===== src/rtl/uart_mmio_pkg.sv =====
// Shared register map and status-bit layout for the CPU-side UART bridge.
package uart_mmio_pkg;

  localparam logic [3:0] UART_STATUS = 4'h0;
  localparam logic [3:0] UART_RXDATA = 4'h4;
  localparam logic [3:0] UART_TXDATA = 4'h8;
  localparam logic [3:0] UART_CTRL   = 4'hC;

  localparam int TX_READY_BIT = 0;
  localparam int RX_VALID_BIT = 1;
  localparam int OVF_BIT      = 2;

  function automatic logic [31:0] statusWord(input logic txReady, input logic rxValid,
                                             input logic ovf);
    logic [31:0] w;
    w = '0;
    w[TX_READY_BIT] = txReady;
    w[RX_VALID_BIT] = rxValid;
    w[OVF_BIT]      = ovf;
    return w;
  endfunction

endpackage


===== src/rtl/uart_mmio_bridge_if.sv =====
// Memory-stage I/O bus plus the UART byte handshakes, as seen by the bridge.
interface uart_mmio_bridge_if;

  logic        stall;
  logic        io_sel;
  logic [3:0]  io_addr;
  logic        io_re;
  logic        io_we;
  logic [31:0] io_wdata;
  logic [31:0] io_rdata;
  logic [7:0]  DataIn;
  logic        DataInValid;
  logic        DataInReady;
  logic [7:0]  DataOut;
  logic        DataOutValid;
  logic        DataOutReady;

  modport master (
    output stall, io_sel, io_addr, io_re, io_we, io_wdata, DataInReady, DataOut, DataOutValid,
    input  io_rdata, DataIn, DataInValid, DataOutReady
  );

  modport slave (
    input  stall, io_sel, io_addr, io_re, io_we, io_wdata, DataInReady, DataOut, DataOutValid,
    output io_rdata, DataIn, DataInValid, DataOutReady
  );

endinterface


===== src/rtl/uart_mmio_bridge_byte_fifo.sv =====
// Power-of-two byte FIFO with first-word-fall-through head and occupancy count.
module byte_fifo #(
  parameter  int DEPTH = 4,
  localparam int PTR_W = $clog2(DEPTH)
) (
  input  logic             clk,
  input  logic             rst,
  input  logic             push,
  input  logic             pop,
  input  logic [7:0]       wdata,
  output logic [7:0]       head,
  output logic [PTR_W:0]   count,
  output logic             full,
  output logic             empty
);

  localparam logic [PTR_W:0] FULL_COUNT = (PTR_W + 1)'(DEPTH);

  logic [7:0]       mem [DEPTH];
  logic [PTR_W-1:0] wrPtr;
  logic [PTR_W-1:0] rdPtr;
  logic             doPush;
  logic             doPop;

  assign full   = (count == FULL_COUNT);
  assign empty  = (count == '0);
  assign doPush = push & ~full;
  assign doPop  = pop & ~empty;
  assign head   = mem[rdPtr];

  // NOTE: storage is deliberately not reset; count/pointers alone define validity.
  always_ff @(posedge clk) begin
    if (doPush) mem[wrPtr] <= wdata;
  end

  // NOTE: sequential state uses <= so every register samples pre-edge values.
  always_ff @(posedge clk) begin
    if (rst) begin
      wrPtr <= '0;
      rdPtr <= '0;
      count <= '0;
    end else begin
      if (doPush) wrPtr <= wrPtr + 1'b1;
      if (doPop)  rdPtr <= rdPtr + 1'b1;
      case ({doPush, doPop})
        2'b10:   count <= count + 1'b1;
        2'b01:   count <= count - 1'b1;
        default: count <= count;
      endcase
    end
  end

endmodule


===== src/rtl/uart_mmio_bridge.sv =====
// Load/store responder mapping CPU I/O accesses onto the UART TX/RX byte handshakes.
module uart_mmio_bridge
  import uart_mmio_pkg::*;
#(
  parameter  int RX_DEPTH = 4,
  localparam int PTR_W    = $clog2(RX_DEPTH)
) (
  input  logic               clk,
  input  logic               rst,
  uart_mmio_bridge_if.slave  bus
);

  logic            rd;
  logic            wr;
  logic            txFire;
  logic            txAccept;
  logic            ovfClear;
  logic [31:0]     readData;
  logic [31:0]     rdataQ;
  logic [7:0]      dataInQ;
  logic            dataInValidQ;
  logic            overflow;
  logic            rxPush;
  logic            rxPop;
  logic [7:0]      rxHead;
  logic [PTR_W:0]  rxCount;
  logic            rxFull;
  logic            rxEmpty;

  // A simultaneous load+store is a store; loads never see a write-qualified cycle.
  assign wr = bus.io_sel & bus.io_we & ~bus.stall;
  assign rd = bus.io_sel & bus.io_re & ~bus.io_we & ~bus.stall;

  assign txFire   = dataInValidQ & bus.DataInReady;
  assign txAccept = wr & (bus.io_addr == UART_TXDATA) & (~dataInValidQ | txFire);
  assign ovfClear = wr & (bus.io_addr == UART_CTRL) & bus.io_wdata[OVF_BIT];

  assign rxPush = bus.DataOutValid & ~rxFull;
  assign rxPop  = rd & (bus.io_addr == UART_RXDATA) & ~rxEmpty;

  assign bus.io_rdata     = rdataQ;
  assign bus.DataIn       = dataInQ;
  assign bus.DataInValid  = dataInValidQ;
  assign bus.DataOutReady = ~rxFull;

  // NOTE: default assigned first so no path through the case leaves readData latched.
  always_comb begin
    readData = '0;
    case (bus.io_addr)
      UART_STATUS: readData = statusWord(~dataInValidQ, ~rxEmpty, overflow);
      UART_RXDATA: readData = {24'b0, rxEmpty ? 8'h00 : rxHead};
      default:     readData = '0;
    endcase
  end

  always_ff @(posedge clk) begin
    if (rst) begin
      rdataQ       <= '0;
      dataInQ      <= '0;
      dataInValidQ <= 1'b0;
      overflow     <= 1'b0;
    end else begin
      if (rd) rdataQ <= readData;

      if (txAccept) begin
        dataInQ      <= bus.io_wdata[7:0];
        dataInValidQ <= 1'b1;
      end else if (txFire) begin
        dataInValidQ <= 1'b0;
      end

      // A blocked push outranks a same-cycle clear so no loss goes unreported.
      if (bus.DataOutValid & rxFull) overflow <= 1'b1;
      else if (ovfClear)             overflow <= 1'b0;
    end
  end

  byte_fifo #(.DEPTH(RX_DEPTH)) u_rxFifo (
    .clk   (clk),
    .rst   (rst),
    .push  (rxPush),
    .pop   (rxPop),
    .wdata (bus.DataOut),
    .head  (rxHead),
    .count (rxCount),
    .full  (rxFull),
    .empty (rxEmpty)
  );

endmodule


===== src/flat_wrapper.sv =====
// flat-port wrapper written by rule: the top's interface ports become plain ports
module uart_mmio_bridge_flat import uart_mmio_pkg::*;
#(
  parameter  int RX_DEPTH = 4,
  localparam int PTR_W    = $clog2(RX_DEPTH)
)
  (clk, rst, bus_stall, bus_io_sel, bus_io_addr, bus_io_re, bus_io_we, bus_io_wdata, bus_DataInReady, bus_DataOut, bus_DataOutValid, bus_io_rdata, bus_DataIn, bus_DataInValid, bus_DataOutReady);
  uart_mmio_bridge_if bus_i ();
  input  logic clk;
  input  logic rst;
  input wire logic [$bits(bus_i.stall)-1:0] bus_stall;
  input wire logic [$bits(bus_i.io_sel)-1:0] bus_io_sel;
  input wire logic [$bits(bus_i.io_addr)-1:0] bus_io_addr;
  input wire logic [$bits(bus_i.io_re)-1:0] bus_io_re;
  input wire logic [$bits(bus_i.io_we)-1:0] bus_io_we;
  input wire logic [$bits(bus_i.io_wdata)-1:0] bus_io_wdata;
  input wire logic [$bits(bus_i.DataInReady)-1:0] bus_DataInReady;
  input wire logic [$bits(bus_i.DataOut)-1:0] bus_DataOut;
  input wire logic [$bits(bus_i.DataOutValid)-1:0] bus_DataOutValid;
  output wire logic [$bits(bus_i.io_rdata)-1:0] bus_io_rdata;
  output wire logic [$bits(bus_i.DataIn)-1:0] bus_DataIn;
  output wire logic [$bits(bus_i.DataInValid)-1:0] bus_DataInValid;
  output wire logic [$bits(bus_i.DataOutReady)-1:0] bus_DataOutReady;
  assign bus_i.stall = bus_stall;
  assign bus_i.io_sel = bus_io_sel;
  assign bus_i.io_addr = bus_io_addr;
  assign bus_i.io_re = bus_io_re;
  assign bus_i.io_we = bus_io_we;
  assign bus_i.io_wdata = bus_io_wdata;
  assign bus_i.DataInReady = bus_DataInReady;
  assign bus_i.DataOut = bus_DataOut;
  assign bus_i.DataOutValid = bus_DataOutValid;
  assign bus_io_rdata = bus_i.io_rdata;
  assign bus_DataIn = bus_i.DataIn;
  assign bus_DataInValid = bus_i.DataInValid;
  assign bus_DataOutReady = bus_i.DataOutReady;
  uart_mmio_bridge #(.RX_DEPTH(RX_DEPTH)) u_core (.clk(clk), .rst(rst), .bus(bus_i));
endmodule

===== config.mk =====
export PLATFORM = sky130hd
export DESIGN_NAME = uart_mmio_bridge_flat
export DESIGN_NICKNAME = d
export VERILOG_FILES = /design/src/rtl/uart_mmio_pkg.sv /design/src/rtl/uart_mmio_bridge_if.sv /design/src/rtl/uart_mmio_bridge_byte_fifo.sv /design/src/rtl/uart_mmio_bridge.sv /design/src/flat_wrapper.sv
export SDC_FILE = /design/constraint.sdc
export NUM_CORES = 1
export LEC_CHECK = 0
export CORE_MARGIN = 4
export CORE_UTILIZATION = 40
export DETAILED_ROUTE_END_ITERATION = 8
export PLACE_DENSITY = 0.76
export REMOVE_ABC_BUFFERS = 1
export SETUP_SLACK_MARGIN = 0.1
export SLEW_MARGIN = 20
export SYNTH_ARGS = -nofsm -noshare
export SYNTH_HDL_FRONTEND = slang
export SYNTH_SLANG_ARGS = --single-unit

===== constraint.sdc =====
create_clock -name clk -period 6.3 [get_ports clk]
set_input_delay 1.26 -clock clk [delete_from_list [all_inputs] [get_ports clk]]
set_output_delay 1.26 -clock clk [all_outputs]
set_load 0.03 [all_outputs]

==> results of run 1 <==
kinds of logic after synthesis:
kind of cell	count (synthesis)	synth area share
flip-flops	59	0.599
AND/OR/NAND/NOR	49	0.105
buffers and inverters	39	0.0984
AO/OA/AOI/OAI	17	0.0450
multiplexers	16	0.104
adder cells (fa/ha/maj)	6	0.0330
XOR/XNOR	4	0.0140
other	1	0.00150
synth_stat cells (3+ instances only):
| cell type | instances | area share |
|---|---|---|
| inv_1 | 7 | 0.010 |
| nor2_1 | 25 | 0.037 |
| buf_4 | 24 | 0.072 |
| clkbuf_1 | 5 | 0.0075 |
| mux2i_1 | 8 | 0.032 |
| ha_1 | 5 | 0.025 |
| mux4_2 | 8 | 0.072 |
| edfxtp_1 | 32 | 0.38 |
| nor3_1 | 3 | 0.0060 |
| nand2_1 | 5 | 0.0075 |
| and3_1 | 4 | 0.010 |
| a22oi_1 | 5 | 0.015 |
| a21oi_1 | 6 | 0.012 |
| dfxtp_1 | 27 | 0.22 |
layer usage:
layer,vias up,track usage
li1,730,-
met1,716,0.150
met2,66,0.193
met3,11,0.0558
met4,0,0.0586
met5,-,0
final cells by class:
class	count	area [sq um]
Timing Repair Buffer	47	465
Inverter	7	26.3
Fill cell	516	2840
Clock inverter	7	92.6
Clock buffer	9	124
Sequential cell	59	1500
Tap cell	75	93.8
Multi-Input combinational cell	116	850
per-stage QoR:
step	worst slack (ns)	area, sq um	cells	hold WS, ns
6_report	2.54	3150	320	0.479
5_1_grt	2.30	3150	320	0.512
4_1_cts	2.54	3150	320	0.481
3_5_place_dp	2.20	2940	304	0.474
3_3_place_gp	2.21	2940	304	0.470
2_1_floorplan	2.13	2370	182	0.442
cell usage in the layout, fill, tap and decap left out, drive strengths merged, types with 2 or more instances in the layout:
cell type / Yosys / layout
o21ai: 2 / 2
and3: 4 / 4
dfxtp: 27 / 27
bufinv: 0 / 2
nor3: 3 / 3
inv: 7 / 7
buf: 27 / 2
xor2: 2 / 2
edfxtp: 32 / 32
nor2: 25 / 25
mux4: 8 / 8
a22oi: 5 / 5
xnor2: 2 / 2
clkinv: 0 / 3
ha: 5 / 5
a21oi: 6 / 6
nand2: 5 / 5
clkbuf: 5 / 9
clkdlybuf4s50: 0 / 45
mux2i: 8 / 8
conb: 1 / 24
clkinvlp: 0 / 2
worst max-delay path, delay by kind of cell:
| kind | cells | cell delay [ns] |
|---|---|---|
| and+or+nand+nor | 3 | 1.36 |
| xor gates and xnor gates | 1 | 0.16 |
| adders and majority gates | 2 | 0.62 |
| AOI/OAI and AO/OA | 1 | 0.14 |
| buffers and inverters | 2 | 0.49 |
power groups by stage:
stage | clock, mW | combinational [mW] | sequential (mW)
after CTS | 0.381 | 0.0718 | 0.424
after floorplan | 0 | 0.0411 | 0.432
final | 0.371 | 0.0715 | 0.424
after detailed placement | 0 | 0.0716 | 0.432
after global placement | 0 | 0.0701 | 0.432
after global routing | 0.401 | 0.0783 | 0.424
how the worst max path moves through the flow:
stage / from / endpoint / slack, ns / cells after the start
finish: bus_io_we / u_core.u_rxFifo.count[2] / 2.54 / 9
global route: bus_io_we / u_core.u_rxFifo.count[2] / 2.30 / 9
CTS: bus_io_we / u_core.u_rxFifo.count[2] / 2.54 / 9
detailed placement: bus_io_we / u_core.u_rxFifo.count[2] / 2.20 / 9
floorplan: bus_stall / u_core.u_rxFifo.count[2] / 2.13 / 8
global placement: bus_io_we / u_core.u_rxFifo.count[2] / 2.21 / 9
sequential cells by signal, summed over array words and instances, names as in the netlist, named ones only:
register and flops:
u_core.bus.DataInValid 1, u_core.bus.io_rdata 8, u_core.u_rxFifo.wrPtr 2, u_core.u_rxFifo.count 3, u_core.overflow 1, u_core.u_rxFifo.mem 32
u_core.u_rxFifo.rdPtr 2, u_core.bus.DataIn 8
==> results.yml, run 1 <==
place:
  hpwl_microns: 3050
  routabilityCongestion: 0.684
  numPortBuffers: 45
floorplan:
  die_h_microns: 87.1
  row_count: 28
  dieArea_sq_um: 7590
  core-area_sq_um: 5990
  dieWidth_microns: 87.1
  ios: 94
  initial_core_util: 0.418
worst_setup_path:
  rr_startpoint: "u_core.u_rxFifo.count[2]"
  cp_data_arrival_time_ns: 4.03
  worst_path_max_delay_cell: "nand4bb_1"
  r2r.worst_path.cells: 9
  cpPeakStageDelay_ns: 0.59
  worstSetupPathType: "primary input to register"
  path_cells: "clkdlybuf4s50_1, nand4bb_1, nor4b_2, ha_1, inv_1, fa_1, xor2_1, or3_1, a21oi_1"
  cp.required_ns: 6.57
  reg2reg_slack_ns: 3.89
  worstReg2RegEnd: "u_core.u_rxFifo.count[2]"
  endpoint_kind: "register"
  start_kind: "primary input"
  critPathMaxFanout: 12
yosys:
  synthArstFlopShare: 0
  synthFlopType: "edfxtp_1"
  ys_types: 38
  syn-cell-area_sq_um: 2500
  ys_warn_count: 0
  seq_area_frac_synth: 0.599
  syn_avg_cell_area_sq_um: 13.1
  synthCells: 191
  ys_seq_elements: 59
  synth-edff-count: 32
power:
  p_switching_mw: 0.199
  ir_drop_mv: 0.140
  p_leak_nw: 1.11
  combPwrFrac: 0.083
  powerDensity_nw_per_um2: 275
  pwr-share-seq: 0.489
  clkPwrFrac: 0.428
  internal_power_mw: 0.667
  swShare: 0.229
  p_total_mw: 0.866
route:
  vias_per_cell: 4.76
  dr_wl_met3_microns: 492
  firstDrtPassIters: 4
  wl_per_cell_microns: 14.0
  final_antenna_net_count: 0
  top_layer_used: "met4"
  met1_length_microns: 1880
  via_count: 1523
  drt_iter0_drc: 125
  drcViolationCount: 0
  wl_microns: 4470
  route.met2.wl_microns: 2010
run:
  timing.max_cap.violations: 0
clocking:
  cts_buffers: 9
  clock-root-buffer: "clkbuf_8"
  insertion_delay_ns: 0.34
  cts_buffer_depth: 2
  tritoncts: "yes"
  cts_setup_buffers: 0
  cts_resized: 0
  cts_htree_levels: 3
  clock_sinks: 59
  cts_hold_buf: 0
  cts.reportedPaths.clkPinSlew_ns: 0.06
sta:
  final-setup-viol-count: 0
  maxSlewViolCount: 0
  final.setup.tns_ns: 0
  timing_hold_violations_final: 0
  max_slew_margin: 0.483
  fin_crit_ns: 3.76
  tightest_slew_ns: 0.770
  rsz0062_at_grt: "no"
  clock.fmax_mhz: 266
  skew_ns: 0.00963
  period_share: 0.598
worst_hold_path:
  min_delay_path_depth: 2
  hold_end: "u_core.bus.io_rdata[1]"
  min_path_type: "register to register"
  hp-start: "u_core.bus.io_rdata[1]"
global_routing:
  grt_max_degree: 28
  gr-total-overflow: 0
  grt_pass1_wl_microns: 7060
  track_usage: 0.125
  antenna_found_initial: 0
  grt_pass1_vias: 1456
final_layout:
  drive_above_1_share: 0.118
  fin_util: 0.526
  nets: 298
  synthToLayoutAreaGrowth_pct: 25.9
  insertedDiodeCount: 0
status:
  outcome: "finished, final reports clean"
(Power assumes the default switching activity.)
==> inputs of run 2 (changes only) <==
==> constraint.sdc (replaced) <==
create_clock -name clk -period 3.9 [get_ports clk]
set_input_delay 0.78 -clock clk [delete_from_list [all_inputs] [get_ports clk]]
set_output_delay 0.78 -clock clk [all_outputs]
set_load 0.03 [all_outputs]
==> results.yml, run 2 (synthesis gave the netlist of run 1 again) <==
status:
  outcome: "finished, final reports clean"
route:
  drt_iter0_drc: 80
  vias_per_cell: 4.77
  wl_per_cell_microns: 14.2
  via_count: 1532
  drcViolationCount: 0
  final_antenna_net_count: 0
  wl_microns: 4560
  firstDrtPassIters: 4
floorplan:
  core-area_sq_um: 5990
  ios: 94
  initial_core_util: 0.418
  dieArea_sq_um: 7590
  die_h_microns: 87.1
  dieWidth_microns: 87.1
  row_count: 28
sta:
  final.setup.worst_slack_ns: 1.05
  timing_hold_violations_final: 0
  skew_ns: 0.00690
  fin_hold_ws_ns: 0.482
  tightest_slew_ns: 0.752
  period_share: 0.730
  final.setup.tns_ns: 0
  fin_crit_ns: 2.85
  final-setup-viol-count: 0
  max_slew_margin: 0.495
  rsz0062_at_grt: "no"
  clock.fmax_mhz: 351
  maxSlewViolCount: 0
final_layout:
  design_area_sq_um: 3150
  nets: 299
  largest_register_ffs: 32
  synthToLayoutAreaGrowth_pct: 25.9
  insertedDiodeCount: 0
  multi_input_area_sq_um: 850
  final-seq-area_sq_um: 1500
  layout_common_cells: "clkdlybuf4s50_1 (45), edfxtp_1 (32), dfxtp_1 (27), nor2_1 (25), conb_1 (24)"
  top_register: "u_core.u_rxFifo.mem"
  drive_above_1_share: 0.114
  fillers: 504
  final_common_cell: "clkdlybuf4s50_1"
global_routing:
  grt_use_met3: 0.0407
  grt_pass1_vias: 1494
  grt_pass1_wl_microns: 7090
  use_met2: 0.215
  antenna_found_initial: 0
  track_usage: 0.125
  grt_busiest_layer: "met2"
  grt_max_degree: 28
  gr-total-overflow: 0
  met1_usage: 0.142
clocking:
  cts_resized: 0
  cts_hold_buf: 0
  insertion_delay_ns: 0.33
  cts_htree_levels: 3
  cts_buffer_depth: 2
  clock-root-buffer: "clkbuf_8"
  cts_setup_buffers: 0
  tritoncts: "yes"
  cts_buffers: 9
  clock_sinks: 59
  cts.reportedPaths.clkPinSlew_ns: 0.06
worst_hold_path:
  min_path_type: "register to register"
  min_delay_path_depth: 2
  hold_end: "u_core.bus.io_rdata[1]"
  hp-start: "u_core.bus.io_rdata[1]"
place:
  numPortBuffers: 45
  dp_slack_ns: 0.708
  dpl_cell_area_sq_um: 2940
  routabilityCongestion: 0.697
  hpwl_microns: 3190
worst_setup_path:
  rr_startpoint: "u_core.u_rxFifo.count[2]"
  path_cells: "clkdlybuf4s50_1, nor3_1, nor4b_2, ha_1, inv_1, fa_1, xor2_1, or3_1, a21oi_1"
  endpoint_kind: "register"
  worst_path_max_delay_cell: "clkdlybuf4s50_1"
  critPathMaxFanout: 3
  reg2reg_slack_ns: 1.45
  path_buf_inv: 2
  worstSetupPathType: "primary input to register"
  r2r.worst_path.cells: 9
  critPathTopFamily: "simple AND/OR/NAND/NOR gates"
  start_kind: "primary input"
  cp_data_arrival_time_ns: 3.11
  cp.required_ns: 4.16
  worstReg2RegEnd: "u_core.u_rxFifo.count[2]"
  cpPeakStageDelay_ns: 0.45
power:
  ir_drop_mv: 0.273
  clkPwrFrac: 0.422
  p_leak_nw: 1.11
  powerDensity_nw_per_um2: 440
  pwr-share-seq: 0.494
  swShare: 0.221
  internal_power_mw: 1.08
  combPwrFrac: 0.084
  p_switching_mw: 0.306
run:
  timing.max_cap.violations: 0
## run 2: area by class of cell
class,instances,area share
flip-flops and latches,59,0.476
inverters,7,0.00833
repair buffers,48,0.150
clock buffers,11,0.0417
well taps,75,0.0298
clock inverters,5,0.0246
multi-input cells,116,0.269
## run 2: worst max path at each step
stage                     slack, ns  cells after the start            from                  endpoint
final                          1.05                      9  bus_io_addr[1]  u_core.u_rxFifo.count[2]
after global routing           0.92                      9  bus_io_addr[1]  u_core.u_rxFifo.count[2]
after CTS                      1.04                      9       bus_io_we  u_core.u_rxFifo.count[2]
after global placement         0.77                      9       bus_io_we  u_core.u_rxFifo.count[2]
after detailed placement       0.71                      9       bus_io_we  u_core.u_rxFifo.count[2]
after floorplan                0.21                      8       bus_stall  u_core.u_rxFifo.count[2]
## run 2: power by group through the flow
stage / registers [mW] / logic, mW / clock network [mW]
after global placement: 0.697 / 0.113 / 0
after CTS: 0.685 / 0.117 / 0.597
final: 0.685 / 0.116 / 0.586
after floorplan: 0.697 / 0.0663 / 0
after detailed placement: 0.698 / 0.116 / 0
after global routing: 0.686 / 0.127 / 0.626
## run 2: layer usage
metal,vias up,share of wire
li1,736,-
met5,-,0
met3,7,0.11
met4,0,0.015
met2,73,0.48
met1,716,0.40
## run 2: through the flow
| stage | util | cells | power [mW] |
|---|---|---|---|
| after floorplan | - | 182 | 0.763 |
| after global placement | 0.491 | 305 | 0.811 |
| after detailed placement | 0.491 | 305 | 0.815 |
| after CTS | 0.526 | 321 | 1.40 |
| after global routing | 0.526 | 321 | 1.44 |
| final | 0.526 | 321 | 1.39 |
## run 2: worst min-delay path, cell delays in order, from the launching register on
cell and delay, ns:
dfxtp_1 0.32, nand2_1 0.06, a21oi_1 0.05
==> RTL change, RTL diff (flow settings as in run 1) <==
`RX_DEPTH` is set to 4 in 2 places; all go to 16.
--- a/src/rtl/uart_mmio_bridge.sv
+++ b/src/rtl/uart_mmio_bridge.sv
@@ -2,7 +2,7 @@
 module uart_mmio_bridge
   import uart_mmio_pkg::*;
 #(
-  parameter  int RX_DEPTH = 4,
+  parameter  int RX_DEPTH = 16,
   localparam int PTR_W    = $clog2(RX_DEPTH)
 ) (
   input  logic               clk,
--- a/src/flat_wrapper.sv
+++ b/src/flat_wrapper.sv
@@ -1,7 +1,7 @@
 // flat-port wrapper written by rule: the top's interface ports become plain ports
 module uart_mmio_bridge_flat import uart_mmio_pkg::*;
 #(
-  parameter  int RX_DEPTH = 4,
+  parameter  int RX_DEPTH = 16,
   localparam int PTR_W    = $clog2(RX_DEPTH)
 )
   (clk, rst, bus_stall, bus_io_sel, bus_io_addr, bus_io_re, bus_io_we, bus_io_wdata, bus_DataInReady, bus_DataOut, bus_DataOutValid, bus_io_rdata, bus_DataIn, bus_DataInValid, bus_DataOutReady);
Behaviour: not the same (a bounded check fails within 10 cycles, from zero or initial values and one cycle with rst high).
==> RTL change against run 1 <==
- critical path depth up 1
- area after synthesis grew to 2.7 times the old value
- wire length grew to 2.7 times the old value
- sequential cell count grew 104
- total power grew to 2.6 times the old value
- first-iteration DRC count increased by 60%
- global-route usage is 1.3 points higher
- design area is 150% higher
- worst setup slack worse by 290 ps
- final cell count grew 110%
- count of clock-buffer cells in the layout is 10 higher
- sequential power rose to 2.8 times the old value
- utilization shrank 5.3 points
- via count increased by 130%
- highest routed layer unchanged
==> RTL change: results (changes against run 1) <==
Status
  • Outcome: complete, no violations (unchanged)

Finish
  • Count of nets after finishing: 510 (was 298)
  • Fraction of layout instances using a drive strength above 1: 14.72% (was 11.84%)
  • Number of flip-flops under the largest register name: 128 (was 32)
  • Filler Cell Count: 1,369 (was 516)

Placed design
  • Final weighted congestion in routability-driven placement: 0.7499 (was 0.6836)
  • Detailed placer's ending HPWL: 7988 um (was 3048 um)
  • Worst-case setup slack after placement: 1829 ps (was 2196 ps)

Synthesis
  • Share of the synthesized netlist area taken by xor and xnor gates: 1.175% (was 1.399%)
  • Commonest cells in the synthesized netlist: 128 x sky130_fd_sc_hd__edfxtp_1, 47 x sky130_fd_sc_hd__nor2_1, 35 x sky130_fd_sc_hd__dfxtp_1, 31 x sky130_fd_sc_hd__mux4_2, 24 x sky130_fd_sc_hd__buf_4 (was 32 x sky130_fd_sc_hd__edfxtp_1, 27 x sky130_fd_sc_hd__dfxtp_1, 25 x sky130_fd_sc_hd__nor2_1, 24 x sky130_fd_sc_hd__buf_4)
  • Multiplexer fraction of the synthesized cell area: 15.73% (was 10.39%)
  • Compound-cell area share of the yosys netlist: 2.556% (was 4.496%)
  • Number of unique standard cell types used by synthesis: 45 (was 38)
  • Number of synthesized flops with an enable pin: 128 (was 32)

Clock tree
  • H-tree depth reported by CTS: 4 (was 3)
  • Clock Latency Late Sink: 420 ps (was 340 ps)
  • Master cell of the clock root buffer: sky130_fd_sc_hd__clkbuf_16 (was sky130_fd_sc_hd__clkbuf_8)

Critical path
  • Data arrival at the endpoint of the critical path: 4370 ps (was 4030 ps)
  • Capture point of the worst reg-to-reg path: u_core.u_rxFifo.count[4] (was u_core.u_rxFifo.count[2])
  • Slowest cell on the critical path: sky130_fd_sc_hd__nor4b_2 (was sky130_fd_sc_hd__nand4bb_1)
  • Worst-case reg-to-reg path depth: 10 (was 9)
  • First element of the critical path: bus_io_addr[1] (was bus_io_we)
  • Maximum single-stage delay on the critical path: 500 ps (was 590 ps)

Global route
  • First-pass GRT wire length: 19,170 um (was 7058 um)
  • Number of global-route vias before repair: 3,409 (was 1,456)
  • Maximum number of pins on one net before global-route repair: 38 (was 28)
  • Overall fraction of global-route tracks in use: 13.83% (was 12.49%)

Power and ir drop
  • Worst supply voltage drop on vdd: 0.1843 mV (was 0.1401 mV)
  • LEAKAGE: 2.528 nW (was 1.108 nW)
  • Proportion of total power due to net switching: 20.35% (was 22.94%)

Detailed routing
  • Routed wirelength normalized by instance count: 18.02 um (was 13.97 um)

Worst hold path
  • End point of the worst hold path: u_core.bus.DataIn[6] (was u_core.bus.io_rdata[1])
## RTL change: cell count changes after synthesis, sizes merged, moves of 4 or more
cell    change
and3        -4
buf         +7
clkbuf      +7
dfxtp       +8
edfxtp     +96
mux2i       +7
mux4       +30
nand2       +5
nor2       +22
nor3        +7
xor2        +5
## RTL change: critical path: cells and delay by family
kind	cells	cell delay, ps
compound gates	3	870
mux	2	530
xor+xnor	1	120
fa+ha+maj	2	630
simple gates	1	500
buf+inv	1	470
## RTL change: final cells by class
type	count	area [um2]	area share [%]
Timing Repair Buffer	52	503.0	6.434
Tap cell	220	275.3	3.521
Clock inverter	11	113.9	1.456
Clock buffer	19	432.9	5.538
Sequential cell	163	4547	58.16
Multi-Input combinational cell	212	1927	24.65
Inverter	5	18.77	0.2401
## RTL change: power groups by stage
stage	combinational, mW	sequential, mW	clock, mW
floorplan	0.0494	1.20	0
global placement	0.0939	1.20	0
detailed placement	0.0972	1.20	0
CTS	0.0981	1.18	0.977
global route	0.107	1.18	1.03
finish	0.0980	1.18	0.960
## RTL change: layer usage
metal / up-vias / wire length [um] / GRT usage (%)
met5: - / 0 / 0
met4: 0 / 97 / 3.769
met3: 9 / 976 / 4.894
met2: 126 / 5909 / 22.21
met1: 1750 / 5306 / 17.92
li1: 1595 / - / -
## RTL change: logic make-up after synthesis
| kind of cell | Yosys count |
|---|---|
| buffers and inverters | 51 |
| other | 1 |
| xor gates and xnor gates | 9 |
| DFF | 163 |
| AOI/OAI and AO/OA | 26 |
| muxes | 55 |
| and+or+nand+nor | 91 |
| adders and majority gates | 7 |
## RTL change: per-stage QoR
| step | instance area [um2] | instances | hold slack, ps |
|---|---|---|---|
| final | 7818 | 682 | 487.0 |
| after global placement | 7271 | 652 | 473.6 |
| after global routing | 7818 | 682 | 519.9 |
| after detailed placement | 7271 | 652 | 482.4 |
| after floorplan | 6490 | 380 | 445.5 |
| after CTS | 7818 | 682 | 496.1 |
## RTL change: worst max-delay path by stage
stage | end | slack, ps | depth (start not counted)
floorplan | u_core.u_rxFifo.count[4] | 2710 | 9
global placement | u_core.u_rxFifo.count[4] | 1910 | 10
detailed placement | u_core.u_rxFifo.count[4] | 1830 | 10
CTS | u_core.u_rxFifo.count[4] | 2260 | 10
global route | u_core.u_rxFifo.count[4] | 2040 | 10
finish | u_core.u_rxFifo.count[4] | 2240 | 10
